==> config.mk <==
export PLATFORM = sky130hd
export DESIGN_NAME = operand_input_controller
export DESIGN_NICKNAME = d
export VERILOG_FILES = /design/src/rtl/alu_io_pkg.sv /design/src/rtl/button_debouncer.sv /design/src/rtl/operand_input_controller.sv
export SDC_FILE = /design/constraint.sdc
export NUM_CORES = 1
export LEC_CHECK = 0
export CORE_ASPECT_RATIO = 1.2
export CORE_UTILIZATION = 45
export CTS_CLUSTER_DIAMETER = 200
export DETAILED_ROUTE_END_ITERATION = 8
export SLEW_MARGIN = 25
export SYNTH_ARGS = -nofsm -noshare
export SYNTH_HDL_FRONTEND = slang
export SYNTH_SLANG_ARGS = --single-unit
==> constraint.sdc <==
create_clock -name clk -period 7 [get_ports clk]
set_clock_uncertainty 0.2 [all_clocks]
set_input_delay 0.7 -clock clk [delete_from_list [all_inputs] [get_ports clk]]
set_output_delay 0.7 -clock clk [all_outputs]
set_load 0.01 [all_outputs]
==> src/rtl/alu_io_pkg.sv <==
// Shared constants and types for the board-side ALU I/O path.
//   DATA_WIDTH / OP_WIDTH    : operand and opcode register widths
//   CLK_FREQ_HZ / DEBOUNCE_MS: board clock and button settle time
//   DEBOUNCE_CYCLES          : settle time expressed in clock cycles
//   btn_vec_t                : one bit per push-button channel
package alu_io_pkg;

  localparam int unsigned DATA_WIDTH      = 8;
  localparam int unsigned OP_WIDTH        = 6;
  localparam int unsigned SYNC_STAGES     = 2;
  localparam int unsigned CLK_FREQ_HZ     = 100_000_000;
  localparam int unsigned DEBOUNCE_MS     = 10;
  localparam int unsigned DEBOUNCE_CYCLES = (CLK_FREQ_HZ / 1000) * DEBOUNCE_MS;

  typedef struct packed {
    logic clr;
    logic op;
    logic b;
    logic a;
  } btn_vec_t;

endpackage

==> src/rtl/button_debouncer.sv <==
// Synchroniser + debouncer + press detector for a single push-button.
//   clk, reset : system clock, async active-high reset
//   btn_raw    : raw asynchronous button pin
//   level      : debounced button level
//   press      : registered 1-cycle pulse the cycle after level rises
module button_debouncer #(
  parameter int unsigned SYNC_STAGES     = 2,
  parameter int unsigned DEBOUNCE_CYCLES = 1_000_000
) (
  input  logic clk,
  input  logic reset,
  input  logic btn_raw,
  output logic level,
  output logic press
);

  localparam int unsigned CNT_W = (DEBOUNCE_CYCLES > 1) ? $clog2(DEBOUNCE_CYCLES) : 1;
  localparam logic [CNT_W-1:0] CNT_MAX = CNT_W'(DEBOUNCE_CYCLES - 1);

  logic [SYNC_STAGES-1:0] sync_q;
  logic                   btn_s;
  logic [CNT_W-1:0]       cnt_q;
  logic                   level_d;

  assign btn_s = sync_q[SYNC_STAGES-1];

  // Metastability chain; the input enters at bit 0.
  always_ff @(posedge clk or posedge reset) begin
    if (reset) sync_q <= '0;
    else       sync_q <= {sync_q[SYNC_STAGES-2:0], btn_raw};
  end

  // Accept a new level only after DEBOUNCE_CYCLES consecutive mismatching samples;
  // any matching sample restarts the streak. cnt never exceeds CNT_MAX.
  always_ff @(posedge clk or posedge reset) begin
    if (reset) begin
      level <= 1'b0;
      cnt_q <= '0;
    end else if (btn_s == level) begin
      cnt_q <= '0;
    end else if (cnt_q == CNT_MAX) begin
      level <= btn_s;
      cnt_q <= '0;
    end else begin
      cnt_q <= cnt_q + CNT_W'(1);
    end
  end

  // Rising-edge pulse of the debounced level; releases produce nothing.
  always_ff @(posedge clk or posedge reset) begin
    if (reset) begin
      level_d <= 1'b0;
      press   <= 1'b0;
    end else begin
      level_d <= level;
      press   <= level & ~level_d;
    end
  end

endmodule

==> src/rtl/operand_input_controller.sv <==
// Loads slide-switch values into the ALU operand/opcode registers on debounced presses.
//   clk, reset  : system clock, async active-high reset
//   sw          : slide switches (static while a button is pressed)
//   btn_a/b/op  : raw buttons loading data_a / data_b / op_code
//   btn_clr     : raw button clearing all registers
//   data_a/b    : operand registers
//   op_code     : opcode register (low OP_WIDTH bits of sw)
//   load_strobe : 1-cycle pulse when any register is written or cleared
//   ready       : A, B and OP all loaded since the last reset/clear
module operand_input_controller #(
  parameter int unsigned DATA_WIDTH      = alu_io_pkg::DATA_WIDTH,
  parameter int unsigned OP_WIDTH        = alu_io_pkg::OP_WIDTH,
  parameter int unsigned SYNC_STAGES     = alu_io_pkg::SYNC_STAGES,
  parameter int unsigned DEBOUNCE_CYCLES = alu_io_pkg::DEBOUNCE_CYCLES
) (
  input  logic                  clk,
  input  logic                  reset,
  input  logic [DATA_WIDTH-1:0] sw,
  input  logic                  btn_a,
  input  logic                  btn_b,
  input  logic                  btn_op,
  input  logic                  btn_clr,
  output logic [DATA_WIDTH-1:0] data_a,
  output logic [DATA_WIDTH-1:0] data_b,
  output logic [OP_WIDTH-1:0]   op_code,
  output logic                  load_strobe,
  output logic                  ready
);

  import alu_io_pkg::*;

  btn_vec_t   press;
  logic [3:0] level_unused;
  logic       a_ld, b_ld, op_ld;

  button_debouncer #(.SYNC_STAGES(SYNC_STAGES), .DEBOUNCE_CYCLES(DEBOUNCE_CYCLES)) u_db_a (
    .clk(clk), .reset(reset), .btn_raw(btn_a),   .level(level_unused[0]), .press(press.a));
  button_debouncer #(.SYNC_STAGES(SYNC_STAGES), .DEBOUNCE_CYCLES(DEBOUNCE_CYCLES)) u_db_b (
    .clk(clk), .reset(reset), .btn_raw(btn_b),   .level(level_unused[1]), .press(press.b));
  button_debouncer #(.SYNC_STAGES(SYNC_STAGES), .DEBOUNCE_CYCLES(DEBOUNCE_CYCLES)) u_db_op (
    .clk(clk), .reset(reset), .btn_raw(btn_op),  .level(level_unused[2]), .press(press.op));
  button_debouncer #(.SYNC_STAGES(SYNC_STAGES), .DEBOUNCE_CYCLES(DEBOUNCE_CYCLES)) u_db_clr (
    .clk(clk), .reset(reset), .btn_raw(btn_clr), .level(level_unused[3]), .press(press.clr));

  // Register file update; clear overrides any simultaneous load.
  always_ff @(posedge clk or posedge reset) begin
    if (reset) begin
      data_a      <= '0;
      data_b      <= '0;
      op_code     <= '0;
      a_ld        <= 1'b0;
      b_ld        <= 1'b0;
      op_ld       <= 1'b0;
      load_strobe <= 1'b0;
    end else begin
      load_strobe <= |press;
      if (press.clr) begin
        data_a  <= '0;
        data_b  <= '0;
        op_code <= '0;
        a_ld    <= 1'b0;
        b_ld    <= 1'b0;
        op_ld   <= 1'b0;
      end else begin
        if (press.a) begin
          data_a <= sw;
          a_ld   <= 1'b1;
        end
        if (press.b) begin
          data_b <= sw;
          b_ld   <= 1'b1;
        end
        if (press.op) begin
          op_code <= sw[OP_WIDTH-1:0];
          op_ld   <= 1'b1;
        end
      end
    end
  end

  assign ready = a_ld & b_ld & op_ld;

endmodule
# == After elaboration in Yosys (flattened, before gate mapping) ==
# Cells that the tools add are included.
# totals
register_bits,126
wordCells,81
out_inout_bits,24
inputBits,14
# op_classes
reduce_logical,8
bitwise,14
n_addsub,4
n_eq_ne,8
mux,20
# op_table
op,count
20-bit 2-to-1 mux,8
"20-bit by 1-bit adder with 20-bit output, second input constant",4
"20-bit == test, second input constant",4
8-bit 2-to-1 mux,4
6-bit 2-to-1 mux,2
1-bit NOT,8
2-bit AND reduction,4
1-bit bitwise AND,6
1-bit 2-to-1 mux,6
2-bit nonzero test,3
1-bit == test,4
4-bit OR reduction,1

# == Longest topological paths before layout ==
# logic_depth
depth_word,3
mapped_depth,7
depth_no_buf,5

# == Cells and area by module ==
# Synthesis repeated with hierarchy kept, for this count alone.
# unflattened
cells_unflattened,529
area_unflattened_um2,5864.4
# modules_own_cells
module,seq_area_each_um2,n_inst,area_per_inst_um2,cells_per_inst
button_debouncer,625.6,4,1206.2,111
operand_input_controller,650.6,1,1039.7,85

# == Worst setup path after synthesis ==
# Ideal clock, no wire load.
# synth_path
path_kind,register to register
start,register u_db_b.cnt_q[0]
end,register u_db_b.cnt_q[10]
required_time_ps,6679
synth_period_minus_slack_ps,2109
n_path_buf,1
setup_slack_ps,4891
path_stages_with_launch,7
arrival_ps,1787
setup_ps,121
path_cell_list,dfrtp_1 ha_1 nand2_1 or3_1 o31ai_4 buf_2 nor2_1
# synth_between
elab_chain_len,3
elab_cells_between_ends,4
classes_between,1 x add/sub; 1 x eq/ne; 2 x mux
# synth_rtl
element,line_no,source
start: declaration,button_debouncer.sv:22,logic [CNT_W-1:0] cnt_q;
start signal: assignment,button_debouncer.sv:45,cnt_q <= cnt_q + CNT_W'(1);
20-bit by 1-bit adder with 20-bit output / 20-bit == test (equally long branches),"button_debouncer.sv:45, button_debouncer.sv:41",
20-bit 2-to-1 mux (*),button_debouncer.sv:41,end else if (cnt_q == CNT_MAX) begin
20-bit 2-to-1 mux (*),button_debouncer.sv:39,end else if (btn_s == level) begin
# Mark *: on every way between the ends. The rest lies on a longest branch, timed or not.
# A chain may end at the register's enable or synchronous reset.

# == Worst setup path after layout ==
# layout_path
start,register u_db_b.cnt_q[0]
end,register u_db_b.cnt_q[7]
# The elaborated chain is that of the path after synthesis.

==> impl_metrics.yaml <==
worst_setup_path:
  critical_path.top_delay_family: "simple AND/OR/NAND/NOR gates"
  path_buf_inv: 0
  crit_type: "reg2reg"
  crit_chain: "ha_1 > nand2_1 > or3_1 > o31ai_4 > nor2_1"
  end_kind: "register"
  crit_slowest_cell: "o31ai_4"
  crit_arrival_ns: 2.46
  r2r-start: "u_db_b.cnt_q[0]"
  rrSetupSlack_ns: 4.59
  ff2ff_path_depth: 5
  timing.rr.end: "u_db_b.cnt_q[7]"
  max_stage_delay_ns: 0.73
  worstSetupStartpointType: "register"
  crit_fanout: 19
  timing.critical_path.required_ns: 7.06
place:
  pre_cts_ws_ns: 4.223
  gp_congestion: 0.8038
  portBuffers: 37
  dp_cells: 729
  place_hpwl_mm: 7.084
  placed_area_um2: 6220
clock_tree:
  cts_resized: 0
  clockBufferDepth: 2
  numCtsBuffers: 17
  path_clk_slew_ns: 0.05
  ctsHoldBuffers: 0
  postCtsSetupRepairBufs: 0
  cts_root_buffer: "clkbuf_16"
  clock_latency_ns: 0.41
  tritoncts: "built"
  clock_sinks: 126
  htree_levels: 4
route:
  avgViaCountPerCell: 5.326
  num_vias: 4053
  drt-initial-drc-count: 195
  antenna_left: 0
  routed_wl_mm: 10.73
  dr.pass1.iters: 4
  wl_per_cell_um: 14.10
  drc: 0
global_route:
  grt_pass1_vias: 4120
  grt_max_degree: 78
  antenna_found_initial: 0
  grt_util_all_layers_pct: 18.16
  grt_overflow: 0
  grt_pass1_wl_mm: 19.19
synth:
  async_reset_ff_share_pct: 100.0
  synth.area.mux_share_pct: 4.667
  ys_ff_latch: 126
  syn-num-nets: 565
  yosys.cell_count.top_type: "dfrtp_1"
  synth_fa_ha_area_share_pct: 0.8805
  syn-instance-count: 547
  ys.flop_type: "dfrtp_1"
  syn_area_um2: 5684
  synth_top_family_by_area: "simple AND/OR/NAND/NOR gates"
  synth_compound_area_share_pct: 4.578
  ys_warn_count: 0
  synth_area_leaders: "dfrtp_1 55%, nor2_1 6.3%, xnor2_1 5.5%"
  ys_seq_area_share_pct: 55.47
  synth_edf_count: 0
  synth_xor_area_share_pct: 8.629
  synth_top_area_cell: "dfrtp_1"
  synthTopCellsByCount: "126 x dfrtp_1, 95 x nor2_1, 36 x xnor2_1, 30 x nand3_1, 24 x nand2_1"
  avgSynthCellArea_um2: 10.39
  synth.top_cell.area_share_pct: 55.47
  yosys.area_share.simple_pct: 23.31
  synth.distinct_cells: 40
final_layout:
  stdcell_area_um2: 6842
  num_antenna_cells: 0
  syn2layout_area_growth_pct: 20.36
  final_core_util_pct: 55.98
  nets: 605
  post_route_cells_drive_above_1_share_pct: 8.833
  fin_cells: 761
timing:
  setup_tns_ns: 0
  fin_crit_ns: 2.405
  worst_slew_pin_slew_ns: 0.8125
  slew_headroom_pct: 45.83
  fmax_mhz: 415.7
  fin_crit_sh_pct: 34.36
  finalMaxSlewViolations: 0
  rsz0062_at_grt: "false"
  finalHoldViolCount: 0
  setup_viol: 0
  finalWorstSetupSlack_ns: 4.595
worst_hold_path:
  hold_class: "reg2reg"
  holdPathEnd: "u_db_b.sync_q[1]"
  min_path_cells: 0
  min-delay-start: "u_db_b.sync_q[0]"
run:
  max_cap_viol_count: 0
outcome:
  run_status: "finished clean"
floorplan:
  die_w_um: 104.6
  initial_core_util_pct: 46.51
  die_area_um2: 13090
  core_area_um2: 12220
  ios: 38
  row_count: 44
  die_y_um: 125.1
pwr:
  irDropWorstVdd_mv: 0.1819
  p_leak_uw: 0.002826
  power.density_nw_per_um2: 247.0
how the worst max path moves through the flow:
stage / cells past startpoint / endpoint / slack (ns) / startpoint
finish: 5 / u_db_b.cnt_q[7] / 4.59 / u_db_b.cnt_q[0]
global route: 5 / u_db_b.cnt_q[8] / 4.38 / u_db_b.cnt_q[0]
CTS: 5 / u_db_b.cnt_q[2] / 4.57 / u_db_b.cnt_q[0]
detailed placement: 3 / data_b[1] / 4.22 / reset
global placement: 3 / data_b[1] / 4.24 / reset
floorplan: 1 / a_ld / 2.74 / reset
flip-flops by register name, indices dropped and copies added, names as in the netlist, 6 cells and up:
register and cells:
u_db_a.cnt_q 20, u_db_b.cnt_q 20, u_db_clr.cnt_q 20, u_db_op.cnt_q 20
data_a 8, data_b 8, op_code 6
worst reg2reg max path: cells and delay by family (launching register included):
kind	cells	cell delay (ns)
flops	1	0.36
compound gates	1	0.73
simple gates	3	0.75
fa+ha+maj	1	0.21
cells in the final DEF, fill, tap and decap left out, types with 2 or more instances in the layout:
master / count
clkdlybuf4s50_1: 37
clkinvlp_4: 4
o21ai_0: 12
ha_1: 4
or4_1: 8
nand4_1: 16
inv_1: 14
nor4b_1: 4
nor4_1: 16
and4_1: 2
nor2_1: 95
a21oi_1: 19
xor2_1: 20
clkbuf_16: 17
o31ai_2: 3
dfrtp_1: 126
nand4_2: 2
clkinv_2: 3
nand3b_1: 2
xnor2_1: 36
or3_1: 13
nand2_1: 24
buf_4: 4
nor2b_1: 4
nand4b_1: 4
nor3_1: 16
nand3_1: 30
mux2_2: 4
and3_1: 11
and2_1: 2
o31ai_1: 7
mux2i_1: 22
clkbuf_8: 4
bufinv_16: 3
per-stage QoR:
stage	power (uW)	hold WS [ns]
6_report	1690	0.1433
2_1_floorplan	782.4	0.1312
3_3_place_gp	800.3	0.1319
3_5_place_dp	801.3	0.1363
5_1_grt	1753	0.1558
4_1_cts	1710	0.1488
cell families after synthesis:
| logic type | after synthesis |
|---|---|
| AOI/OAI and AO/OA | 43 |
| xor gates and xnor gates | 56 |
| adders and majority gates | 4 |
| buffers and inverters | 35 |
| DFF | 126 |
| muxes | 26 |
| and+or+nand+nor | 257 |
metal layers:
layer	vias up	global-route usage [%]	wire, um
li1	1994	-	-
met1	1977	23.69	4989
met2	75	29.22	5248
met3	7	5.057	395
met4	0	6.214	97
met5	-	0	0
final cells by class:
cell class                      count  area, um^2
Multi-Input combinational cell    386        2406
Clock buffer                       22       484.2
Timing Repair Buffer               41       400.4
Tap cell                          161       201.4
Fill cell                        1083        5380
Clock inverter                     10       135.1
Inverter                           15       61.31
Sequential cell                   126        3153
report_power, final:
| part | leakage [uW] | internal, uW | switching (uW) |
|---|---|---|---|
| registers | 0.00173 | 737 | 6.27 |
| clock network | 0.000294 | 595 | 308 |
| logic | 0.000800 | 14.9 | 28.8 |
Note: power is estimated with default switching activity, not from simulation.
